**src/rtl/id_hazard_scoreboard.sv**
```systemverilog
// Load-use hazard scoreboard for the ID stage: per-register countdown until a pending
// result is forwardable, stall/bubble generation and a saturating stall-cycle counter.
module id_hazard_scoreboard #(
    parameter int unsigned NUM_REGS = 32,
    parameter int unsigned REG_AW   = 5,
    parameter int unsigned NUM_RD   = 2,
    parameter int unsigned LAT_W    = 2,
    parameter int unsigned PERF_W   = 32
) (
    input  logic                     clk,
    input  logic                     rst,
    input  logic                     ID_Flush,
    input  logic                     Pipe_Hold,
    input  logic [NUM_RD-1:0]        ID_RdEn,
    input  logic [NUM_RD*REG_AW-1:0] ID_RdAddr,
    input  logic                     ID_Issue,
    input  logic                     ID_IssueWr,
    input  logic [REG_AW-1:0]        ID_IssueDst,
    input  logic [LAT_W-1:0]         ID_IssueLat,
    output logic                     DH_IDWr,
    output logic                     DH_PCWr,
    output logic                     EXE_Flush_DataHazard,
    output logic                     DH_Stall,
    output logic [PERF_W-1:0]        DH_StallCycles
);

    // Register 0 is hard-wired zero, so it gets no counter at all.
    logic [LAT_W-1:0]  cnt_q [1:NUM_REGS-1];
    logic [LAT_W-1:0]  cnt_d [1:NUM_REGS-1];
    logic [PERF_W-1:0] perf_q;
    logic [PERF_W-1:0] perf_d;
    logic [NUM_RD-1:0] port_hit;
    logic              stall;
    logic              fire;
    logic              issue_wr_valid;

    for (genvar i = 0; i < NUM_RD; i++) begin : g_port
        logic [REG_AW-1:0] rd_addr;
        logic              hit;

        assign rd_addr = ID_RdAddr[i*REG_AW +: REG_AW];

        always_comb begin
            hit = 1'b0;
            for (int unsigned r = 1; r < NUM_REGS; r++) begin
                if (rd_addr == REG_AW'(r) && cnt_q[r] != '0) begin
                    hit = 1'b1;
                end
            end
        end

        assign port_hit[i] = ID_RdEn[i] && hit;
    end

    assign stall          = |port_hit;
    assign fire           = ID_Issue && !stall && !Pipe_Hold && !ID_Flush;
    assign issue_wr_valid = fire && ID_IssueWr && (ID_IssueDst != '0);

    always_comb begin
        for (int unsigned r = 1; r < NUM_REGS; r++) begin
            cnt_d[r] = cnt_q[r];
        end
        perf_d = perf_q;

        if (ID_Flush) begin
            for (int unsigned r = 1; r < NUM_REGS; r++) begin
                cnt_d[r] = '0;
            end
            // A flushed cycle that was stalling still counts as a lost cycle.
            if (stall && perf_q != '1) begin
                perf_d = perf_q + PERF_W'(1);
            end
        end else if (!Pipe_Hold) begin
            for (int unsigned r = 1; r < NUM_REGS; r++) begin
                if (cnt_q[r] != '0) begin
                    cnt_d[r] = cnt_q[r] - LAT_W'(1);
                end
                if (issue_wr_valid && ID_IssueDst == REG_AW'(r)) begin
                    cnt_d[r] = ID_IssueLat;
                end
            end
            if (stall && perf_q != '1) begin
                perf_d = perf_q + PERF_W'(1);
            end
        end
    end

    always_ff @(posedge clk) begin
        if (rst) begin
            for (int unsigned r = 1; r < NUM_REGS; r++) begin
                cnt_q[r] <= '0;
            end
            perf_q <= '0;
        end else begin
            for (int unsigned r = 1; r < NUM_REGS; r++) begin
                cnt_q[r] <= cnt_d[r];
            end
            perf_q <= perf_d;
        end
    end

    assign DH_Stall             = stall;
    assign DH_IDWr              = !stall;
    assign DH_PCWr              = !stall;
    assign EXE_Flush_DataHazard = stall;
    assign DH_StallCycles       = perf_q;

endmodule

```
**config.mk**
```make
export PLATFORM = sky130hd
export DESIGN_NAME = id_hazard_scoreboard
export DESIGN_NICKNAME = d
export VERILOG_FILES = /design/src/rtl/id_hazard_scoreboard.sv
export SDC_FILE = /design/constraint.sdc
export NUM_CORES = 1
export LEC_CHECK = 0
export CELL_PAD_IN_SITES_DETAIL_PLACEMENT = 0
export CELL_PAD_IN_SITES_GLOBAL_PLACEMENT = 1
export CORE_MARGIN = 3
export CORE_UTILIZATION = 44
export CTS_BUF_LIST = sky130_fd_sc_hd__clkbuf_4
export DETAILED_ROUTE_END_ITERATION = 6
export MAX_ROUTING_LAYER = met4
export PLACE_DENSITY = 0.8
export SYNTH_ARGS = -nofsm -noshare
export SYNTH_HDL_FRONTEND = slang
export SYNTH_SLANG_ARGS = --single-unit
```
**constraint.sdc**
```tcl
create_clock -name clk -period 3.5 [get_ports clk]
set_input_delay 0.35 -clock clk [delete_from_list [all_inputs] [get_ports clk]]
set_output_delay 0.35 -clock clk [all_outputs]
set_load 0.02 [all_outputs]
```
==> results.md <==
- Status: finished clean
- Post-synth EDFFs: 0
- CTS H-Tree Depth: 3
- HPWL Detailed: 13900 um
- Drt initial violations: 424
- Worst reg2reg path depth: 12
- Pwr per Cell Area: 264 nW/um^2
- Area of the multi-input gates: 4040 sq um
- Syn_area_per_cell: 7.66 sq um
- Launch point of the worst path: cnt_q[0][12]
- Largest net degree at the start of global routing: 84
- Max Buffers Root-to-Sink: 2
- Critical path type: reg2out
- Post-Syn Nets: 899
- Drt wl/cell: 17.7 um
- Die area: 16100 sq um
- Clock root buffer: clkbuf_4
- Antenna viol nets, final: 0
- Cts bufs inserted: 9
- Initial antenna violation count: 0
- Net Sw Frac: 29.3%
- Ys async rst share: 0%
- Nets@finish: around 960
- Worst min-delay path class: in2reg
- Via-per-instance ratio: 5.92
- Pre-antenna DRT Iters: 6
- Setup crit end: DH_PCWr
- CTS tree: built
- Startpoint types: flop
- Clk pin slew, worst setup/hold paths: 0.16 ns
- R2r endpoint: cnt_q[0][63]
- DRC viols: 0
- Final Hold Vio Count: 0
- F_max: 0.310 GHz
- Clock sinks: 94
- Total track usage: around a quarter
- Peak VDD IR: about 180 uV
- Yosys cell types: 73
- Worst reg2reg setup slack: 0.42 ns
- Drt total wl: 19200 um
- Post-synth top flop: dfxtp_1
- DR vias: 6407
- Share of the synthesized area in the top cell type: 29.2%
- Fin crit period: 3.22 ns
- CP peak stage delay: 0.39 ns
- Rows: 43
- CP arrival: around 2.9 ns
- Comb pwr share: 12.8%
- RSZ-0062 raised after global routing: no
- FF+latch area: 1880 sq um
- Antenna fix cells: 0
- Global-route wire length before repair: 31800 um
- Slew Limit Fails: 0
- FILL cells: 1348
- Post-CTS Hold Fix Bufs: 0
- Lkg Pwr: 0.00254 uW
- Number of global-route vias before repair: 6270
- Net Sw Power: 577 uW
- Die X: 127 um
- Most area-hungry cell type in the Yosys netlist: dfxtp_1
- Part of the power in registers: 54.6%
- Clk_lat worst skew: 0.48 ns
- Overall power: 1970 uW
- Worst Setup End Kind: output pin
- Critical-path maximum fanout: 16
- Crit path max-delay cell type: or3_1
- Final TNS setup: 0 ns
- Slew headroom: 42.2%
- Final Cycle Share: 92.1%
- Post-synthesis cell area: 6450 sq um
- GRT overflow: 0
- Initial Utilization: ~46%
- Worst EP required: approximately 3.2 ns
- Worst r2r src: cnt_q[0][12]
- Critical path cell sequence: inv_1, ha_1, nor2b_1, a2111oi_0, or3_1, o41ai_2, o22a_2, buf_4, dlygate4sd2_1
- Seq/Total Area, Yosys: 29.2%
- Clk pwr share: 32.5%
- Pint: 1390 uW
- # port buffers: 60
- Slew @ Worst Pin: 0.867 ns
- Synth top area cells: dfxtp_1 29%, ha_1 6.2%, mux2i_1 5.7%
- Final setup viols: 0
- Final Skew: 0.0215 ns
- Die extent in y: around 130 um
- Maxcap violations: 0
- Core footprint: about 14000 sq um
- Area delta synth->final: 15.8%
- Routability-driven placement congestion ratio: 0.961
- Cells after Synth: 842
- Yosys reg bits: 94
- YS warnings: 0
- Layout cell share with drive strength beyond 1: under 10%
- I/O pin count: 61
==> layout make-up <==
| class | count | area share, % |
|---|---|---|
| inverter | 77 | 3.87 |
| clock buffer | 10 | 1.01 |
| timing repair buffer | 96 | 11.9 |
| sequential | 94 | 25.2 |
| clock inverter | 6 | 0.905 |
| tap | 180 | 3.02 |
| multi-input combinational | 620 | 54.1 |
==> flip-flops by register name (all words and copies together), names as in the netlist <==
signal	count
cnt_q	62
DH_StallCycles	32
==> routing by layer <==
layer  share of wire [%]  up-vias  global-route usage [%]
met2                  48      179                    41.7
met4                 2.4        0                    8.64
met3                 4.6       32                    2.42
met5                   0        -                       -
met1                  45     3044                    31.3
li1                    -     3152                       -
==> worst min path at each step <==
stage          cells after the start  slack (ns)            to          from
2_1_floorplan                      2        0.44  cnt_q[0][41]  cnt_q[0][41]
3_3_place_gp                       2        0.45  cnt_q[0][61]  cnt_q[0][61]
3_5_place_dp                       2        0.46  cnt_q[0][57]  cnt_q[0][57]
4_1_cts                            5        0.40  cnt_q[0][34]     Pipe_Hold
5_1_grt                            5        0.49  cnt_q[0][61]     Pipe_Hold
6_report                           5        0.44  cnt_q[0][34]     Pipe_Hold
==> stage by stage <==
| step | util [%] | hold slack, ns | cells | setup WS, ns | area (sq um) |
|---|---|---|---|---|---|
| after global routing | 53.0 | 0.491 | 1083 | 0.141 | 7470 |
| after floorplan | - | 0.435 | 842 | 0.703 | 6450 |
| after global placement | 52.0 | 0.446 | 1067 | -0.0532 | 7330 |
| after CTS | 53.0 | 0.400 | 1083 | 0.222 | 7470 |
| after detailed placement | 52.0 | 0.457 | 1067 | 0.0467 | 7330 |
| final | 53.0 | 0.440 | 1083 | 0.278 | 7470 |
==> Yosys cell counts (all sizes together), types with 17 or more instances <==
| master | instances |
|---|---|
| mux2i | 37 |
| and3 | 22 |
| dfxtp | 94 |
| a21oi | 67 |
| or3 | 18 |
| nor2 | 94 |
| nor3 | 24 |
| nand3 | 30 |
| nand4 | 19 |
| ha | 32 |
| xor2 | 17 |
| inv | 75 |
| clkbuf | 35 |
| nand2 | 51 |
| o21ai | 44 |
==> power by group through the flow <==
stage / Clock (uW) / Sequential (uW) / Combinational (uW)
6_report: 641 / 1080 / 253
5_1_grt: 700 / 1080 / 272
4_1_cts: 664 / 1080 / 252
3_5_place_dp: 0 / 1100 / 252
3_3_place_gp: 0 / 1100 / 249
2_1_floorplan: 0 / 1100 / 143
==> cell families after synthesis <==
group / share of synthesized area, %
DFF: 29.2
adders and majority gates: 6.21
AOI/OAI and AO/OA: 20.1
muxes: 7.20
xor gates and xnor gates: 2.44
buffers and inverters: 8.13
and+or+nand+nor: 26.7
==> worst max-delay path: cells and delay by family, from the launching register on <==
| kind | cells | cell delay, ns |
|---|---|---|
| DFF | 1 | 0.35 |
| AOI/OAI and AO/OA | 3 | 0.54 |
| adders and majority gates | 1 | 0.27 |
| and+or+nand+nor | 2 | 0.56 |
| buffers and inverters | 3 | 0.65 |
==> cell usage in the layout, fill, tap and decap left out, drive strengths merged, types with 5 or more instances in the layout <==
cell,synthesis,routed
dfxtp,94,94
nor2,94,94
inv,75,77
a21oi,67,67
clkdlybuf4s50,0,55
nand2,51,51
o21ai,44,44
mux2i,37,37
buf,16,37
ha,32,32
nand3,30,30
nor3,24,24
and3,22,22
nand4,19,19
or3,18,18
xor2,17,17
a211oi,16,16
nor4,14,14
a22oi,12,12
a31oi,11,11
clkbuf,35,10
nor3b,8,8
nor2b,7,7
a311oi,7,7
and4,7,7
or2,7,7
a2111oi,6,6
nand2b,5,5
a221oi,5,5
o211ai,5,5
==> what timing repair did <==
| item | 4_1_cts | 5_1_grt |
|---|---|---|
| endpoints found under the setup margin | 4 | 0 |
| gates resized for setup | 5 | 0 |
| buffers inserted | 0 | 0 |
(Power assumes the default switching activity.)
